<file path="src/rtl/drv_display_scan.sv">
// drv_display_scan: multiplexed N-digit 7-segment scanner.
// Refresh prescaler, anti-ghost blanking, PWM brightness, tear-free frame updates.
//
// Ports:
//   clk        in  system clock, rising edge
//   rst_n      in  asynchronous reset, active-low
//   digits     in  packed 5-bit codes, digit i = digits[5*i+4:5*i], digit 0 rightmost
//   load       in  capture digits into the pending register
//   brillo     in  brightness, 0 = dimmest, all-ones = full
//   enable     out one-hot digit select (inverted when EN_ACT_LOW=1)
//   segmentos  out [6]=a .. [0]=g (inverted when SEG_ACT_LOW=1)
//   frame_done out 1-clock pulse at the end of each full scan
//
// Codes: 0x00-0x0F hex glyphs, 0x11 minus, everything else blank.
// Optional build macro LZ_SUPPRESS_EN: blank leading zeros (digit 0 never blanked).

module drv_display_scan #(
    parameter int N_DIG       = 4,
    parameter int CLK_DIV     = 50000,
    parameter int PWM_BITS    = 3,
    parameter int BLANK_CYC   = 2,
    parameter int SEG_ACT_LOW = 0,
    parameter int EN_ACT_LOW  = 0
) (
    input  logic                  clk,
    input  logic                  rst_n,
    input  logic [5*N_DIG-1:0]    digits,
    input  logic                  load,
    input  logic [PWM_BITS-1:0]   brillo,
    output logic [N_DIG-1:0]      enable,
    output logic [6:0]            segmentos,
    output logic                  frame_done
);

    localparam int PW = $clog2(CLK_DIV + 1);
    localparam int IW = (N_DIG > 1) ? $clog2(N_DIG) : 1;

    localparam logic [PW-1:0] LAST_P = PW'(CLK_DIV - 1);
    localparam logic [PW-1:0] STEP   = PW'(CLK_DIV >> PWM_BITS);
    localparam logic [PW-1:0] BLANK  = PW'(BLANK_CYC);
    localparam logic [IW-1:0] LAST_I = IW'(N_DIG - 1);

    localparam logic [5*N_DIG-1:0] ALL_BLANK = {N_DIG{5'h10}};

    logic [PW-1:0]             r_presc;
    logic [IW-1:0]             r_idx;
    logic [N_DIG-1:0][4:0]     r_pending;
    logic [N_DIG-1:0][4:0]     r_active;
    logic [PWM_BITS-1:0]       r_br_q;
    logic [N_DIG-1:0]          r_enable;
    logic [6:0]                r_seg;
    logic                      r_frame_done;

    logic                      w_slot_end;
    logic                      w_frame_end;
    logic [PWM_BITS-1:0]       w_br;
    logic [PW-1:0]             w_brp1;
    logic [PW-1:0]             w_on;
    logic                      w_lit;
    logic [4:0]                w_code;
    logic [4:0]                w_code_eff;
    logic [N_DIG-1:0]          w_sup;
    logic [N_DIG-1:0]          w_en_nxt;

    function automatic logic [6:0] f_glyph(input logic [4:0] c);
        logic [6:0] g;
        case (c)
            5'h00:   g = 7'h7E;
            5'h01:   g = 7'h30;
            5'h02:   g = 7'h6D;
            5'h03:   g = 7'h79;
            5'h04:   g = 7'h33;
            5'h05:   g = 7'h5B;
            5'h06:   g = 7'h5F;
            5'h07:   g = 7'h70;
            5'h08:   g = 7'h7F;
            5'h09:   g = 7'h7B;
            5'h0A:   g = 7'h77;
            5'h0B:   g = 7'h1F;
            5'h0C:   g = 7'h4E;
            5'h0D:   g = 7'h3D;
            5'h0E:   g = 7'h4F;
            5'h0F:   g = 7'h47;
            5'h11:   g = 7'h01;
            default: g = 7'h00;
        endcase
        return g;
    endfunction

    assign w_slot_end  = (r_presc == LAST_P);
    assign w_frame_end = w_slot_end && (r_idx == LAST_I);

    // Slot start uses the live input so the sample taken this cycle
    // already governs the whole slot.
    assign w_br   = (r_presc == '0) ? brillo : r_br_q;
    assign w_brp1 = PW'(w_br) + PW'(1);
    assign w_on   = w_brp1 * STEP;
    assign w_lit  = (r_presc >= BLANK) && (r_presc < w_on);

`ifdef LZ_SUPPRESS_EN
    always_comb begin
        logic v_run;
        v_run = 1'b1;
        w_sup = '0;
        for (int i = N_DIG - 1; i >= 1; i--) begin
            if (v_run && (r_active[i] == 5'h00)) begin
                w_sup[i] = 1'b1;
            end else begin
                v_run = 1'b0;
            end
        end
    end
`else
    assign w_sup = '0;
`endif

    assign w_code     = r_active[r_idx];
    assign w_code_eff = w_sup[r_idx] ? 5'h10 : w_code;

    always_comb begin
        w_en_nxt = '0;
        if (w_lit) begin
            w_en_nxt[r_idx] = 1'b1;
        end
    end

    always_ff @(posedge clk or negedge rst_n) begin
        if (!rst_n) begin
            r_presc <= '0;
            r_idx   <= '0;
        end else if (w_slot_end) begin
            r_presc <= '0;
            r_idx   <= (r_idx == LAST_I) ? '0 : r_idx + IW'(1);
        end else begin
            r_presc <= r_presc + PW'(1);
        end
    end

    always_ff @(posedge clk or negedge rst_n) begin
        if (!rst_n) begin
            r_br_q <= '0;
        end else if (r_presc == '0) begin
            r_br_q <= brillo;
        end
    end

    // A load in the boundary cycle goes straight to active.
    always_ff @(posedge clk or negedge rst_n) begin
        if (!rst_n) begin
            r_pending <= ALL_BLANK;
            r_active  <= ALL_BLANK;
        end else begin
            if (load) begin
                r_pending <= digits;
            end
            if (w_frame_end) begin
                r_active <= load ? digits : r_pending;
            end
        end
    end

    always_ff @(posedge clk or negedge rst_n) begin
        if (!rst_n) begin
            r_enable     <= '0;
            r_seg        <= '0;
            r_frame_done <= 1'b0;
        end else begin
            r_enable     <= w_en_nxt;
            r_seg        <= f_glyph(w_code_eff);
            r_frame_done <= w_frame_end;
        end
    end

    assign enable     = (EN_ACT_LOW  != 0) ? ~r_enable : r_enable;
    assign segmentos  = (SEG_ACT_LOW != 0) ? ~r_seg    : r_seg;
    assign frame_done = r_frame_done;

endmodule

</file>
<file path="config.mk">
export PLATFORM = sky130hd
export DESIGN_NAME = drv_display_scan
export DESIGN_NICKNAME = d
export VERILOG_FILES = /design/src/rtl/drv_display_scan.sv
export SDC_FILE = /design/constraint.sdc
export NUM_CORES = 1
export LEC_CHECK = 0
export ABC_CLOCK_PERIOD_IN_PS = 4600
export CORE_UTILIZATION = 47
export CTS_CLUSTER_DIAMETER = 50
export DETAILED_ROUTE_END_ITERATION = 7
export PLACE_DENSITY_LB_ADDON = 0.08
export SLEW_MARGIN = 20
export SYNTH_ARGS = -nofsm -noshare
export SYNTH_HDL_FRONTEND = slang
export SYNTH_SLANG_ARGS = --single-unit
</file>
<file path="constraint.sdc">
create_clock -name clk -period 4.6 [get_ports clk]
set_input_delay 0.92 -clock clk [delete_from_list [all_inputs] [get_ports clk]]
set_output_delay 0.92 -clock clk [all_outputs]
set_load 0.01 [all_outputs]
</file>
==> metrics.txt <==
Final Instance Area 5380 sq um; worst slack, placed -0.123 ns; Avg Synthesized Cell Area approximately 12 sq um; Post-CTS Hold Fix Bufs 0; largest net degree at the start of global routing 74; VDD IR max 0.189 mV; GRT met1 Usage 0.285; fraction of layout cells with a size suffix above 1 0.326; Worst R2R Setup Slack 0.25 ns; Residual DRC 0; Clk pwr share 0.386; Syn Nets ~420; Worst Path Buf+Inv 5; beginning of the worst register-to-register path r_presc[0]; Worst setup EP type register; CTS Buf Count 9; post-synth top area cell dfrtp_1; fmax 230 MHz; H-tree Lvls 3; vias in the first global route 3021; switch share 0.245; final-report hold violation count 0; period utilization 0.946; final WL about 8600 microns; Synth top area share 0.385; maximum root-to-sink buffer count 2; Slowest cell on crit path dfrtp_1; cells on worst reg2reg path 24; clock latency on the worst-skew pair ~0.34 ns; synth unique cells 48; Sequential Power Share 0.435; DP Area 4930 sq um; sw power between 0.0003 and 0.0004 W; TritonCTS Sinks 73; max_slew headroom 0.349; Worst-path clk slew approximately 0.08 ns; worst r2r dst enable[2]; HPWL Detailed 6090 microns; busiest layer in global routing met2; CP Capture Point enable[2]; status completed; Avg WL per Cell 15.7 microns; Die Y 96.8 microns; top-level port count 38; Final Util 0.617; CTS tree built; Initial DRT Pass Iterations 4; Critical path origin r_presc[0]; die area 9370 sq um; fraction of registers with async set/reset 1.00; Worst path top cell family by delay adder cells; GRT met3 Usage 0.0405; die width 96.8 microns; fillcell total 700; Int Power 0.00120 W; CP max FO 5; max cap viols 0; Yosys reg bits 73; Post-synth EDFFs 0; CP arrival 4.59 ns; post-route ant nets 0; initial antenna violation count 0; Inserted Diodes 0; Power Dens Cells 295 nW/um^2; most numerous cell in the Yosys netlist dfrtp_1; cell area after synthesis roughly 4200 sq um; sequential element share of the synthesized area 0.435; Leak Pwr 2.48 nW; setup ws final roughly 0.25 ns; CP startpoint kind register; Fin Hold WS 0.504 ns; met2 global-route usage 0.298; total track usage 0.197; floorplan core area 8720 sq um; Max Clock Skew 0.00818 ns; Nets 503; row count 34; Critical Setup Path Class register to register; iteration-0 DRC count of the detailed router 72; Placer Congestion between 0.8 and 0.9; top cells by area, synth dfrtp_1 39%, ha_1 13%, mux2_4 7.1%; top_reg_cell synth dfrtp_1; Root Buffer clkbuf_8; cell mode on critical path buf_4; CP Cell Sequence inv_2 -> ha_2 -> nor4b_4 -> nand4_4 -> mux2i_4 -> buf_4 -> ha_4 -> inv_2 -> ha_4 -> xnor2_2 -> xnor2_2 -> ha_2 -> a21oi_2 -> o21ai_1 -> nand3_1 -> nand2_1 -> a32oi_2 -> xor2_1 -> ha_1 -> buf_4 -> nand4_1 -> a311oi_1 -> buf_4 -> nor2_1; Synth warnings 0; gr ovfl total 0; Via density 5.23; Max Slew Vio Count 0; synth cell count leaders 65 x dfrtp_1, 44 x ha_1, 24 x mux2_2, 23 x nor2_1, 22 x nand2_1; Largest stage delay, worst path between 0.3 and 0.4 ns; Initial Util 0.484; Worst Tran Pin Value 0.974 ns; first-pass GRT wire length 14700 microns; Gate Count Post-Synth approximately 350; critical path depth 24; Logic pwr share 0.179; setup TNS 0 ns; worst min-delay path class register to register; fin crit period 4.35 ns; area grow syn2layout 27.4%; via count approximately 2900; IO Port Bufs 37; Critical Path RT 4.84 ns; final setup vio count 0
## worst min-delay path by stage
stage                        startpoint  cells after the start             to
after floorplan            r_pending[0]                      1   r_pending[0]
after global placement     r_pending[3]                      1   r_pending[3]
after detailed placement    r_active[7]                      1    r_active[7]
after CTS                 r_pending[15]                      1  r_pending[15]
after global routing      r_pending[15]                      1  r_pending[15]
final                      r_pending[2]                      1   r_pending[2]
## power groups by stage
stage          Clock (W)  Sequential (W)  Combinational, W
3_5_place_dp           0        0.000704          0.000256
3_3_place_gp           0        0.000702          0.000251
4_1_cts         0.000634        0.000691          0.000257
6_report        0.000613        0.000691          0.000284
2_1_floorplan          0        0.000704          0.000144
5_1_grt         0.000656        0.000696          0.000317
## per-stage QoR
stage,total power (W),cells
CTS,0.00158,541
global route,0.00167,546
global placement,0.000953,525
detailed placement,0.000960,525
finish,0.00159,546
floorplan,0.000847,354
## cells by family after synthesis
family / synth area share
buffers and inverters: 0.0311
AO/OA/AOI/OAI: 0.0658
adder cells (fa/ha/maj): 0.130
XOR/XNOR: 0.0477
AND/OR/NAND/NOR: 0.113
multiplexers: 0.177
flip-flops: 0.435
## per-layer routing
| metal | wire length (microns) | share of wire |
|---|---|---|
| met5 | 0 | 0 |
| met4 | 68 | 0.0079 |
| met3 | 278 | 0.032 |
| met2 | 3850 | 0.45 |
| met1 | 4370 | 0.51 |
## cell usage in the layout (no fill, tap or decap), types with 3 or more instances in the layout
master,n
bufinv_16,3
nor2b_1,3
mux2_4,21
dfrtp_1,65
clkdlybuf4s50_1,36
nor2_1,23
nor3_1,3
buf_4,41
mux4_2,4
ha_4,6
o21ai_0,10
nand3_1,9
xnor2_2,3
xor2_1,9
dfstp_2,8
inv_1,15
a21oi_1,11
nor4_1,4
nand4_1,8
ha_2,4
a21o_1,4
xnor2_1,11
nand2_1,22
a211oi_1,3
mux2i_4,3
inv_2,3
clkbuf_8,9
ha_1,34
mux2i_1,4
mux2_2,23
## sequential cells by signal (all words and copies together) (netlist names)
signal	flops
r_idx	2
frame_done	1
enable	4
segmentos	7
r_pending	20
r_br_q	3
r_presc	16
r_active	20
## layout make-up
class | count | area (sq um) | share of cell area
Multi-Input combinational cell | 253 | 2420 | 0.450
Sequential cell | 73 | 1840 | 0.341
Timing Repair Buffer | 78 | 679 | 0.126
Tap cell | 108 | 135 | 0.0251
Clock buffer | 10 | 128 | 0.0237
Clock inverter | 6 | 115 | 0.0214
Inverter | 18 | 67.6 | 0.0126
## timing repair
action	4_1_cts	5_1_grt
hold endpoints to repair	0	0
gates resized for setup	0	27
endpoints found under the setup margin	0	4
buffers inserted	0	5
(Power assumes the default switching activity.)
